$ cat config.mk
export PLATFORM = sky130hd
export DESIGN_NAME = dffn_chain_bist
export DESIGN_NICKNAME = d
export VERILOG_FILES = /design/src/rtl/dffn_chain_bist_pkg.sv /design/src/rtl/dffn_chain_bist_lfsr.sv /design/src/rtl/dffn_chain_bist.sv
export SDC_FILE = /design/constraint.sdc
export NUM_CORES = 1
export LEC_CHECK = 0
export ABC_AREA = 1
export ABC_CLOCK_PERIOD_IN_PS = 2500
export BUFFER_PORTS_ARGS = -buffer_cell sky130_fd_sc_hd__buf_4
export CAP_MARGIN = 20
export CELL_PAD_IN_SITES_DETAIL_PLACEMENT = 1
export CELL_PAD_IN_SITES_GLOBAL_PLACEMENT = 1
export CORE_ASPECT_RATIO = 0.75
export CORE_MARGIN = 10
export CORE_UTILIZATION = 35
export CTS_BUF_LIST = sky130_fd_sc_hd__clkbuf_8
export DETAILED_ROUTE_END_ITERATION = 10
export MAX_ROUTING_LAYER = met4
export PLACE_DENSITY_LB_ADDON = 0.3
export SKIP_LAST_GASP = 1
export SYNTH_ARGS = -nofsm -noshare
export SYNTH_HDL_FRONTEND = slang
export SYNTH_SLANG_ARGS = --single-unit
$ cat constraint.sdc
create_clock -name CLK -period 2.5 [get_ports CLK]
set_clock_uncertainty 0.1 [all_clocks]
set_input_delay 0.25 -clock CLK [delete_from_list [all_inputs] [get_ports CLK]]
set_output_delay 0.25 -clock CLK [all_outputs]
set_load 0.02 [all_outputs]
$ cat src/rtl/dffn_chain_bist_pkg.sv
// Shared types and constant helpers for the negedge-flop chain BIST controller.
// Used by dffn_chain_bist and dffn_chain_bist_lfsr.
package dffn_chain_bist_pkg;

    typedef enum logic [1:0] {
        ModeZero = 2'd0,
        ModeOne  = 2'd1,
        ModeChk  = 2'd2,
        ModeLfsr = 2'd3
    } mode_e;

    typedef enum logic [1:0] {
        StIdle  = 2'd0,
        StRun   = 2'd1,
        StDrain = 2'd2,
        StDone  = 2'd3
    } state_e;

    // Maximal-length Galois (right-shift) feedback masks, widths 2..32.
    function automatic logic [31:0] lfsr_taps(input int unsigned w);
        case (w)
            2:       return 32'h0000_0003;
            3:       return 32'h0000_0006;
            4:       return 32'h0000_000C;
            5:       return 32'h0000_0014;
            6:       return 32'h0000_0030;
            7:       return 32'h0000_0060;
            8:       return 32'h0000_00B8;
            9:       return 32'h0000_0110;
            10:      return 32'h0000_0240;
            11:      return 32'h0000_0500;
            12:      return 32'h0000_0829;
            13:      return 32'h0000_100D;
            14:      return 32'h0000_2015;
            15:      return 32'h0000_6000;
            16:      return 32'h0000_D008;
            17:      return 32'h0001_2000;
            18:      return 32'h0002_0400;
            19:      return 32'h0004_0023;
            20:      return 32'h0009_0000;
            21:      return 32'h0014_0000;
            22:      return 32'h0030_0000;
            23:      return 32'h0042_0000;
            24:      return 32'h00E1_0000;
            25:      return 32'h0120_0000;
            26:      return 32'h0200_0023;
            27:      return 32'h0400_0013;
            28:      return 32'h0900_0000;
            29:      return 32'h1400_0000;
            30:      return 32'h2000_0029;
            31:      return 32'h4800_0000;
            32:      return 32'h8020_0003;
            default: return 32'h0000_0000;
        endcase
    endfunction

    // Checkerboard seed word with LSB set; callers truncate to their width.
    function automatic logic [31:0] chk_pattern(input int unsigned w);
        return (w > 0) ? 32'h5555_5555 : 32'h0;
    endfunction

endpackage

$ cat src/rtl/dffn_chain_bist_lfsr.sv
// Galois LFSR pattern source for the BIST controller; a zero seed is replaced by 1
// so the register can never lock up.
module dffn_chain_bist_lfsr
    import dffn_chain_bist_pkg::*;
#(
    parameter int unsigned WIDTH = 8,
    parameter logic [31:0] SEED  = 32'h0000_00A5
) (
    input  logic             CLK,
    input  logic             RN,
    input  logic             load,
    input  logic             advance,
    output logic [WIDTH-1:0] value
);

    localparam logic [WIDTH-1:0] Taps    = WIDTH'(lfsr_taps(WIDTH));
    localparam logic [WIDTH-1:0] SeedRaw = SEED[WIDTH-1:0];
    localparam logic [WIDTH-1:0] SeedEff = (SeedRaw == '0) ? WIDTH'(1) : SeedRaw;

    logic [WIDTH-1:0] value_d;

    always_comb begin
        value_d = {1'b0, value[WIDTH-1:1]} ^ (value[0] ? Taps : '0);
    end

    always_ff @(posedge CLK or negedge RN) begin
        if (!RN) begin
            value <= SeedEff;
        end else if (load) begin
            value <= SeedEff;
        end else if (advance) begin
            value <= value_d;
        end
    end

endmodule

$ cat src/rtl/dffn_chain_bist.sv
// BIST controller for a bank of negedge D flops: drives patterns, compares returned Q against a
// LAT-deep expected pipe. Optional first-fail capture under DFFN_CHAIN_BIST_FIRST_FAIL_EN.
module dffn_chain_bist
    import dffn_chain_bist_pkg::*;
#(
    parameter int unsigned WIDTH = 8,
    parameter int unsigned LAT   = 1,
    parameter int unsigned NVEC  = 256,
    parameter logic [31:0] SEED  = 32'h0000_00A5,
    parameter int unsigned CNT_W = 16
) (
    input  logic             CLK,
    input  logic             RN,
    input  logic             START,
    input  logic [1:0]       MODE,
    output logic [WIDTH-1:0] D_OUT,
    input  logic [WIDTH-1:0] Q_IN,
    output logic             BUSY,
    output logic             DONE,
    output logic             PASS,
    output logic [CNT_W-1:0] ERR_CNT
`ifdef DFFN_CHAIN_BIST_FIRST_FAIL_EN
    ,
    output logic [15:0]      FAIL_IDX,
    output logic [WIDTH-1:0] FAIL_SYN
`endif
);

    localparam int unsigned      IW        = $clog2(NVEC + 1);
    localparam logic [IW-1:0]    LastIdx   = IW'(NVEC - 1);
    localparam logic [3:0]       DrainLast = 4'(LAT - 1);
    localparam logic [WIDTH-1:0] Chk       = WIDTH'(chk_pattern(WIDTH));

    state_e           state_q, state_d;
    mode_e            mode_q;
    logic [IW-1:0]    idx_q;
    logic [3:0]       drain_q;
    logic [CNT_W-1:0] err_cnt_q, err_cnt_d;
    logic             pass_q;
    logic [WIDTH:0]   pipe_q [LAT];
    logic [WIDTH-1:0] lfsr_val, vec, exp_val;
    logic             start_ok, issue, cmp_valid, mismatch;

    assign start_ok  = START && (state_q == StIdle || state_q == StDone);
    assign issue     = (state_q == StRun);
    assign cmp_valid = pipe_q[LAT-1][WIDTH];
    assign exp_val   = pipe_q[LAT-1][WIDTH-1:0];
    assign mismatch  = cmp_valid && (Q_IN != exp_val);

    dffn_chain_bist_lfsr #(
        .WIDTH (WIDTH),
        .SEED  (SEED)
    ) u_lfsr (
        .CLK     (CLK),
        .RN      (RN),
        .load    (start_ok),
        .advance (issue),
        .value   (lfsr_val)
    );

    always_comb begin
        state_d = state_q;
        unique case (state_q)
            StIdle:  if (START) state_d = StRun;
            StRun:   if (idx_q == LastIdx) state_d = StDrain;
            StDrain: if (drain_q == DrainLast) state_d = StDone;
            StDone:  if (START) state_d = StRun;
            default: state_d = StIdle;
        endcase
    end

    always_comb begin
        vec = '0;
        unique case (mode_q)
            ModeZero: vec = '0;
            ModeOne:  vec = '1;
            ModeChk:  vec = idx_q[0] ? ~Chk : Chk;
            ModeLfsr: vec = lfsr_val;
            default:  vec = '0;
        endcase
    end

    always_comb begin
        err_cnt_d = err_cnt_q;
        if (start_ok) begin
            err_cnt_d = '0;
        end else if (mismatch && err_cnt_q != '1) begin
            err_cnt_d = err_cnt_q + CNT_W'(1);
        end
    end

    always_ff @(posedge CLK or negedge RN) begin
        if (!RN) begin
            state_q   <= StIdle;
            mode_q    <= ModeZero;
            idx_q     <= '0;
            drain_q   <= '0;
            err_cnt_q <= '0;
            pass_q    <= 1'b0;
            for (int i = 0; i < LAT; i++) pipe_q[i] <= '0;
        end else begin
            state_q   <= state_d;
            err_cnt_q <= err_cnt_d;
            drain_q   <= (state_q == StDrain) ? drain_q + 4'd1 : 4'd0;
            if (start_ok) begin
                mode_q <= mode_e'(MODE);
                idx_q  <= '0;
                pass_q <= 1'b0;
                for (int i = 0; i < LAT; i++) pipe_q[i] <= '0;
            end else begin
                if (issue) idx_q <= idx_q + IW'(1);
                if (state_q == StDrain && state_d == StDone) pass_q <= (err_cnt_d == '0);
                // Stage 0 doubles as the D_OUT register, so D_OUT is 0 whenever nothing issues.
                pipe_q[0] <= issue ? {1'b1, vec} : '0;
                for (int i = 1; i < LAT; i++) pipe_q[i] <= pipe_q[i-1];
            end
        end
    end

    assign D_OUT   = pipe_q[0][WIDTH-1:0];
    assign BUSY    = (state_q == StRun) || (state_q == StDrain);
    assign DONE    = (state_q == StDone);
    assign PASS    = pass_q;
    assign ERR_CNT = err_cnt_q;

`ifdef DFFN_CHAIN_BIST_FIRST_FAIL_EN
    logic [15:0] cmp_idx_q;
    logic        fail_seen_q;

    always_ff @(posedge CLK or negedge RN) begin
        if (!RN) begin
            cmp_idx_q   <= '0;
            fail_seen_q <= 1'b0;
            FAIL_IDX    <= '0;
            FAIL_SYN    <= '0;
        end else if (start_ok) begin
            cmp_idx_q   <= '0;
            fail_seen_q <= 1'b0;
            FAIL_IDX    <= '0;
            FAIL_SYN    <= '0;
        end else if (cmp_valid) begin
            cmp_idx_q <= cmp_idx_q + 16'd1;
            if (mismatch && !fail_seen_q) begin
                fail_seen_q <= 1'b1;
                FAIL_IDX    <= cmp_idx_q;
                FAIL_SYN    <= Q_IN ^ exp_val;
            end
        end
    end
`endif

endmodule

; After elaboration in Yosys (flattened, before gate mapping)
; Index checks and enable logic that the tools add are counted.
[op_classes]
n_addsub = 3
eq_ne = 10
mux = 18
bitwise = 1
reduce_logical = 13
[ops]
columns = op, count
row1 = 9-bit 2-to-1 mux, 4
row2 = 16-bit 2-to-1 mux, 2
row3 = 8-bit 2-to-1 mux, 4
row4 = 8-bit one-hot mux with 4 select lines, 1
row5 = 16-bit by 1-bit adder with 16-bit output (second input constant), 1
row6 = 16-bit zero test, 1
row7 = 16-bit != test (second input constant), 1
row8 = 2-bit == test (second input constant), 5
row9 = 9-bit by 1-bit adder with 9-bit output (second input constant), 1
row10 = 9-bit by 8-bit == test with 1-bit output (second input constant), 1
row11 = 8-bit != test, 1
row12 = 7-bit by 8-bit bitwise XOR with 8-bit output, 1
row13 = 2-bit 2-to-1 mux, 3
row14 = 2-bit one-hot mux with 3 select lines, 1
row15 = 4-bit by 1-bit adder with 4-bit output (second input constant), 1
row16 = 2-bit by 1-bit == test with 1-bit output (second input constant), 2
row17 = 1-bit logical AND, 4
row18 = 2-bit zero test, 2
row19 = 4-bit zero test, 1
row20 = 4-bit 2-to-1 mux, 1
row21 = 2-bit nonzero test, 2
row22 = 1-bit logical OR, 2
row23 = 1-bit 2-to-1 mux, 2
row24 = 2-bit OR reduction, 1
[totals]
reg_bits = 51
input_bits = 13
output_inout_bits = 27
wordCells = 53

; Logic depth before layout (Yosys ltp)
; Gate-level depths: netlist of run 1.
[depth]
word_depth = 8
depth_mapped = 16
ltp_nobuf = 16

; Hierarchy
; A second synthesis of run 1 with hierarchy kept.
[hier_totals]
hier_cells = 454
hier_area_um2 = 3211.8
[modules_own_cells]
columns = mod, n_inst, cells_per_inst, area_each_um2, seq_area_each_um2
row1 = dffn_chain_bist, 1, 410, 2847.7, 1076.0
row2 = dffn_chain_bist_lfsr, 1, 44, 364.1, 205.2

; Least setup slack after synthesis of run 1
; OpenSTA, ideal clock, no wires.
[synth_timing]
kind = reg2reg
from = register err_cnt_q[0], in the netlist ERR_CNT[0]
to = register pass_q, in the netlist PASS
setup_time_ps = 73
arrival_ps = 1883
t_required_ps = 2327
setup_slack_ps = 444
stages_incl_launch_ff = 16
n_path_buf = 1
synth_period_minus_slack_ps = 2056
cell_sequence = dfrtp_1 > ha_1 > nand3_2 > inv_2 > nand2_2 > inv_2 > nand3_4 > nand3_2 > buf_6 > nand2_1 > nand2_1 > o21ai_1 > nand2_1 > nor2_1 > nand2_1 > a21oi_2
[synth_via]
elab_chain_len = 7
word_cells_on_any_way = 8
classes_between = add/sub (1) / eq/ne (1) / mux (4) / reduce/logical (2)
[synth_lines]
columns = element, line_no
row1 = "start, declared", dffn_chain_bist.sv:38  ; logic [CNT_W-1:0] err_cnt_q, err_cnt_d;
row2 = "start signal, assigned", dffn_chain_bist.sv:103  ; err_cnt_q <= err_cnt_d;
row3 = "parallel branches: the longest is 2 deep, another holds 16-bit by 1-bit adder with 16-bit output", --
row4 = 16-bit 2-to-1 mux (*), dffn_chain_bist.sv:87  ; end else if (mismatch && err_cnt_q != '1) begin
row5 = 16-bit 2-to-1 mux (*), dffn_chain_bist.sv:85  ; if (start_ok) begin
row6 = 16-bit zero test (*), dffn_chain_bist.sv:112  ; if (state_q == StDrain && state_d == StDone) pass_q <= (err_cnt_d == '0);
row7 = 1-bit 2-to-1 mux (*), dffn_chain_bist.sv:112
row8 = 1-bit 2-to-1 mux (*), dffn_chain_bist.sv:105  ; if (start_ok) begin
row9 = "end signal, assigned", dffn_chain_bist.sv:112
row10 = "end, declared", dffn_chain_bist.sv:39  ; logic pass_q;
; Mark *: on every way between the ends. The select of a mux whose other input is x is not followed.
; A chain may end at the register's enable or synchronous reset.

; Final worst setup path of run 1
; Ends and elaborated chain as after synthesis.

==> flow_summary.json, run 1 <==
{
  "numPortBuffers": 39,
  "syn_nets": 404,
  "grt-ovfl-total": 0,
  "ant_nets": 0,
  "drive_gt1_frac": 0.181,
  "htree_levels": 2,
  "synth_warnings": 0,
  "relSlewSlack": 0.559,
  "cpMostUsedCell": "nand2_1",
  "grtUsageMet2": 0.192,
  "synth-edff-count": 0,
  "post-dp-hpwl_um": 6240,
  "cp_slowest_cell": "dfrtp_1",
  "start_kind": "flip-flop",
  "grt_max_degree": 52,
  "cts_buffer_depth": 2,
  "met1_usage": 0.178,
  "drtIter0Drc": 86,
  "grt_busiest_layer": "met2",
  "avgSynthCellArea_um2": 7.79,
  "first_pass_iters": 4,
  "finalSetupViolCount": 0,
  "crit_chain": "ha_2 > nand3_2 > inv_2 > nand2_2 > inv_2 > nand3_4 > buf_4 > nand4_1 > nand2_1 > o21ai_1 > nand2_1 > nor2_1 > nand2_1 > a21oi_2",
  "finalHoldViolations": 0,
  "cts_sinks": 51,
  "critPathCaptureType": "flip-flop",
  "drt_wl_total_um": 7950,
  "crit_fanout": 8,
  "irDropWorstVdd_mv": 0.453,
  "insertion_delay_ns": 0.31,
  "power_density_nw_per_um2": 978,
  "crit_type": "flip-flop to flip-flop",
  "syn_to_final_growth_pct": 16.9,
  "worstHoldPathType": "input port to flip-flop",
  "cts_buffers": 5,
  "cts-root-buf": "clkbuf_8",
  "coreArea_um2": 8380,
  "synth_cell_types": 37,
  "syn_area_um2": 2990,
  "p_leak_nw": 1.85,
  "report.final.slew_viol_count": 0,
  "ys_ff_latch": 51,
  "run_status": "complete, no violations",
  "max_cap_viol_count": 0,
  "max_freq_mhz": 447,
  "dieArea_um2": 12700,
  "rows": 29,
  "worst_ep_required_time_ns": 2.65,
  "dr_total_vias": 2598,
  "n_antenna_cell": 0,
  "min_period_ns": 2.24,
  "cp_slowest_stage_delay_ns": 0.43,
  "synth_flop_cell": "dfrtp_1",
  "drt-wirelength-per-cell_um": 14.9,
  "total_power_mw": 3.41,
  "vias_per_cell": 4.87,
  "die_w_um": 127,
  "io_pins": 40,
  "synthArstFlopShare": 1.00,
  "synthCells": 383,
  "nets": 445,
  "start_util": 0.356,
  "grt_pass1_wl_um": 13400,
  "worst_pin_slew_ns": 0.662,
  "fin_tns_setup_ns": 0,
  "rsz0062_at_grt": "no",
  "min_period_over_period": 0.895,
  "seq_area_frac_synth": 0.429,
  "cp.arrival_ns": 2.38,
  "antenna_found_initial": 0,
  "die_h_um": 100,
  "routabilityCongestion": 0.827,
  "cts_tree": "yes",
  "drc": 0,
  "grt.met3_usage": 0.0263,
  "clk_pin_slew_worst_paths_ns": 0.10,
  "grt_pass1_vias": 2675,
  "gr-usage-all-layers": 0.131
}
cell usage in the layout, fill, tap and decap left out, types with 2 or more instances in the layout:
master,n
nand3_4,2
nand2_1,95
a22oi_1,3
dfrtp_1,47
inv_1,61
xnor2_1,8
nand2_2,3
clkbuf_8,5
dfstp_2,4
xor2_1,6
nand4_1,17
buf_4,48
o21ai_0,6
nor2_1,28
o21ai_1,5
nor3_1,8
nor2_2,3
nand2_4,2
ha_1,7
a21oi_1,24
o22ai_1,5
nand3b_1,2
nand3_1,19
inv_2,2
nand3_2,2
layer usage:
metal	share of wire	routed length, um	vias to the layer above
met4	0.012	95	0
met2	0.43	3450	42
li1	-	-	1299
met5	0	0	-
met1	0.51	4060	1248
met3	0.043	342	9
synthesized netlist by cell type (3+ instances only):
| cell type | n | area, um2 |
|---|---|---|
| buf_4 | 8 | 60.1 |
| xor2_1 | 6 | 52.6 |
| inv_1 | 61 | 229 |
| o21ai_0 | 6 | 30.0 |
| a21oi_1 | 24 | 120 |
| o21ai_1 | 5 | 25.0 |
| o22ai_1 | 5 | 31.3 |
| xnor2_1 | 8 | 70.1 |
| nand3_2 | 3 | 30.0 |
| nor2_1 | 29 | 109 |
| nor3_1 | 8 | 40.0 |
| nand4_1 | 17 | 106 |
| nand2_1 | 95 | 357 |
| dfrtp_1 | 47 | 1180 |
| dfstp_2 | 4 | 105 |
| ha_1 | 8 | 100 |
| a22oi_1 | 3 | 22.5 |
| nand3_1 | 19 | 95.1 |
| nand2_2 | 3 | 18.8 |
state kept, by name (all words and copies together) (netlist names):
register,flops
ERR_CNT,16
idx_q,9
pipe_q,9
u_lfsr.value,8
drain_q,4
mode_q,2
state_q,2
PASS,1
cells by family (layout without fill, tap and decap cells):
kind of cell / count (synthesis) / after routing / share of synthesized area
fa+ha+maj: 8 / 8 / 0.0335
simple gates: 183 / 183 / 0.282
buf+inv: 79 / 121 / 0.124
compound gates: 48 / 48 / 0.0910
flops: 51 / 51 / 0.429
xor+xnor: 14 / 14 / 0.0411
metrics by stage:
stage	hold slack, ns	utilization	setup slack (ns)	cells	cell area, um2
after floorplan	-0.146	-	0.444	383	2990
after global placement	0.231	0.398	0.301	522	3340
after detailed placement	0.231	0.398	0.146	522	3340
after CTS	0.0370	0.413	0.115	531	3460
after global routing	0.0452	0.416	0.00775	533	3490
final	0.0411	0.416	0.262	533	3490
critical path: cells and delay by family, from the launching register on:
| family | cells | cell delay [ns] |
|---|---|---|
| AND/OR/NAND/NOR | 8 | 0.78 |
| flip-flops | 1 | 0.43 |
| buffers and inverters | 3 | 0.35 |
| AO/OA/AOI/OAI | 2 | 0.23 |
| adder cells (fa/ha/maj) | 1 | 0.26 |
power by group:
part	leakage [nW]	internal [mW]	total, mW	switching (mW)
Combinational	1.12	0.583	1.55	0.970
Clock	0.0587	0.304	0.592	0.289
Sequential	0.668	1.05	1.27	0.221
Total	1.85	1.94	3.41	1.48
final cells by class:
| type | instances | area, um2 |
|---|---|---|
| fill | 1062 | 4890 |
| timing repair buffer | 49 | 370 |
| sequential | 51 | 1280 |
| clock buffer | 5 | 68.8 |
| inverter | 64 | 240 |
| multi-input combinational | 253 | 1350 |
| clock inverter | 3 | 47.5 |
| tap | 108 | 135 |
final timing paths:
check                             end        from  depth (start not counted)  slack [ns]
setup / recovery                 PASS  ERR_CNT[0]                         14        0.26
min in group asynchronous  ERR_CNT[8]          RN                          2        0.41
hold / removal              mode_q[0]     MODE[0]                          3        0.04
setup reg to reg                 PASS  ERR_CNT[0]                         14        0.26
hold reg to reg            drain_q[0]  drain_q[0]                          1        0.41
max in group asynchronous  ERR_CNT[0]          RN                          2        1.44
what timing repair did:
item	4_1_cts	5_1_grt
setup buffers	0	2
hold endpoints to repair	47	0
gates resized for setup	0	3
hold buffers	1	0
setup endpoints to repair	0	1
Power figures use the tool's default switching activity.
==> run 2, diff against run 1 <==
--- a/config.mk
+++ b/config.mk
@@ -6,7 +6,7 @@
 export NUM_CORES = 1
 export LEC_CHECK = 0
 export ABC_AREA = 1
-export ABC_CLOCK_PERIOD_IN_PS = 2500
+export ABC_CLOCK_PERIOD_IN_PS = 2000
 export BUFFER_PORTS_ARGS = -buffer_cell sky130_fd_sc_hd__buf_4
 export CAP_MARGIN = 20
 export CELL_PAD_IN_SITES_DETAIL_PLACEMENT = 1
@@ -17,7 +17,7 @@
 export CTS_BUF_LIST = sky130_fd_sc_hd__clkbuf_8
 export DETAILED_ROUTE_END_ITERATION = 10
 export MAX_ROUTING_LAYER = met4
-export PLACE_DENSITY_LB_ADDON = 0.3
+export PLACE_DENSITY_LB_ADDON = 0.1
 export SKIP_LAST_GASP = 1
 export SYNTH_ARGS = -nofsm -noshare
 export SYNTH_HDL_FRONTEND = slang
==> constraint.sdc (replaced) <==
create_clock -name CLK -period 2 [get_ports CLK]
set_clock_uncertainty 0.1 [all_clocks]
set_input_delay 0.2 -clock CLK [delete_from_list [all_inputs] [get_ports CLK]]
set_output_delay 0.2 -clock CLK [all_outputs]
set_load 0.02 [all_outputs]
==> run 2 against run 1 <==
Against the previous run:
- register-to-register slack worse by 0.31 ns
- global-route usage rose by 2.4 points
- critical path depth up 1
- cell count increased by 13%
- sequential share of layout area decreased by 6.8 points
- via count is 13% higher
- sequential cell count unchanged
- the run now ends with setup timing left
- critical endpoint unchanged
- clock power down 3%
- wire length grew 19%
- fmax increased by 9.1%
- critical path type unchanged
==> flow_summary.json, run 2 (synthesized netlist as in run 1, its figures left out) <==
{
  "insertion_delay_ns": 0.31,
  "cts_tree": "yes",
  "swShare": 0.433,
  "drt-wirelength-per-cell_um": 15.8,
  "report.final.slew_viol_count": 0,
  "finalSetupViolCount": 1,
  "grt_pass1_vias": 3104,
  "grt-ovfl-total": 0,
  "clk_pin_slew_worst_paths_ns": 0.09,
  "setup_ws_ns": -0.0511,
  "start_util": 0.356,
  "p_sw_mw": 2.15,
  "worst_pin_slew_ns": 0.638,
  "drc": 0,
  "cp.arrival_ns": 2.19,
  "vias_per_cell": 4.86,
  "cts_buffers": 5,
  "grt_max_degree": 52,
  "min_period_over_period": 1.03,
  "die_w_um": 127,
  "gr-usage-all-layers": 0.154,
  "irDropWorstVdd_mv": 0.694,
  "largest_reg_flops": 16,
  "numPortBuffers": 39,
  "antenna_found_initial": 0,
  "dr_total_vias": 2928,
  "finalHoldViolations": 0,
  "run_status": "finished, violations left",
  "max_cap_viol_count": 0,
  "nets": 514,
  "htree_levels": 2,
  "final_common_cell": "buf_4",
  "power_density_nw_per_um2": 1160,
  "p_leak_nw": 2.24,
  "fin_tns_setup_ns": -0.0511,
  "p_int_mw": 2.81,
  "start_kind": "flip-flop",
  "min_period_ns": 2.05,
  "rows": 29,
  "drtIter0Drc": 117,
  "worstHoldPathType": "input port to flip-flop",
  "coreArea_um2": 8380,
  "cts-root-buf": "clkbuf_8",
  "critPathCaptureType": "flip-flop",
  "routabilityCongestion": 0.842,
  "crit_fanout": 7,
  "n_antenna_cell": 0,
  "die_h_um": 100,
  "grt_pass1_wl_um": 15700,
  "io_pins": 40,
  "cts_buffer_depth": 2,
  "post-dp-hpwl_um": 7170,
  "ant_nets": 0,
  "violations": "setup timing",
  "most-common-layout-cells": "109 x buf_4, 76 x nand2_1, 60 x inv_1",
  "holdWs_ns": 0.0240,
  "drt_wl_total_um": 9490,
  "relSlewSlack": 0.575,
  "drive_gt1_frac": 0.403,
  "max_freq_mhz": 488,
  "rsz0062_at_grt": "yes",
  "pwr-share-comb": 0.576,
  "first_pass_iters": 4,
  "total_power_mw": 4.96,
  "crit_type": "flip-flop to flip-flop",
  "worst_ep_required_time_ns": 2.14,
  "syn_to_final_growth_pct": 43.8,
  "pwr-share-clk": 0.115,
  "dieArea_um2": 12700,
  "power_frac_seq": 0.308,
  "cts_sinks": 51
}
-- run 2: worst max-delay path, stage by stage, from the launching register on --
cell	delay, ns
dfrtp_2	0.44
ha_4	0.17
nand3_4	0.08
inv_2	0.04
nand2_2	0.07
inv_2	0.06
nand3_4	0.11
buf_8	0.14
inv_1	0.05
nor2_2	0.13
nand3_2	0.10
nand3_2	0.09
nand3_2	0.09
nor2_4	0.13
nand2_2	0.06
a21oi_2	0.10
-- run 2: what timing repair did --
action / in CTS / in global routing
buffers inserted: 8 / 7
hold endpoints to repair: 47 / 0
hold buffers: 1 / 0
endpoints found under the setup margin: 1 / 15
cloned: 1 / 0
resized for setup: 34 / 43
pin swaps: 21 / 16
-- run 2: final timing paths --
kind	start	end	slack (ns)	cells past startpoint
worst max-delay path	ERR_CNT[0]	PASS	-0.05	15
worst min-delay path	MODE[0]	mode_q[0]	0.02	3
worst max register to register	ERR_CNT[0]	PASS	-0.05	15
worst min register to register	drain_q[0]	drain_q[0]	0.39	1
max in group asynchronous	RN	ERR_CNT[1]	0.97	2
min in group asynchronous	RN	pipe_q[4]	0.35	2
-- run 2: layout make-up --
cell class,count,area [um2]
Multi-Input combinational cell,253,1590
Clock buffer,5,68.8
Tap cell,108,135
Timing Repair Buffer,118,951
Inverter,64,250
Sequential cell,51,1280
Fill cell,1017,4090
Clock inverter,3,12.5
-- run 2: per-stage QoR --
stage	util	setup slack, ns	area (um2)	cells
6_report	0.512	-0.0511	4290	602
5_1_grt	0.512	-0.198	4290	602
4_1_cts	0.487	-0.0413	4080	595
3_5_place_dp	0.449	-0.165	3770	577
3_3_place_gp	0.449	-0.136	3770	577
2_1_floorplan	-	0.000475	2990	383
-- run 2: routing by layer --
| layer | GRT usage | vias to the layer above | part of all wire | wire, um |
|---|---|---|---|---|
| met5 | - | - | 0 | 0 |
| li1 | - | 1440 | - | - |
| met4 | 0.0332 | 0 | 0.0090 | 85 |
| met1 | 0.208 | 1423 | 0.48 | 4590 |
| met3 | 0.0258 | 13 | 0.036 | 341 |
| met2 | 0.238 | 52 | 0.47 | 4480 |
-- run 2: power groups by stage --
stage	Sequential (mW)	Combinational (mW)	Clock, mW
floorplan	1.56	1.37	0
global placement	1.51	2.39	0
detailed placement	1.53	2.46	0
CTS	1.53	2.60	0.602
global route	1.57	3.15	0.646
finish	1.53	2.86	0.572
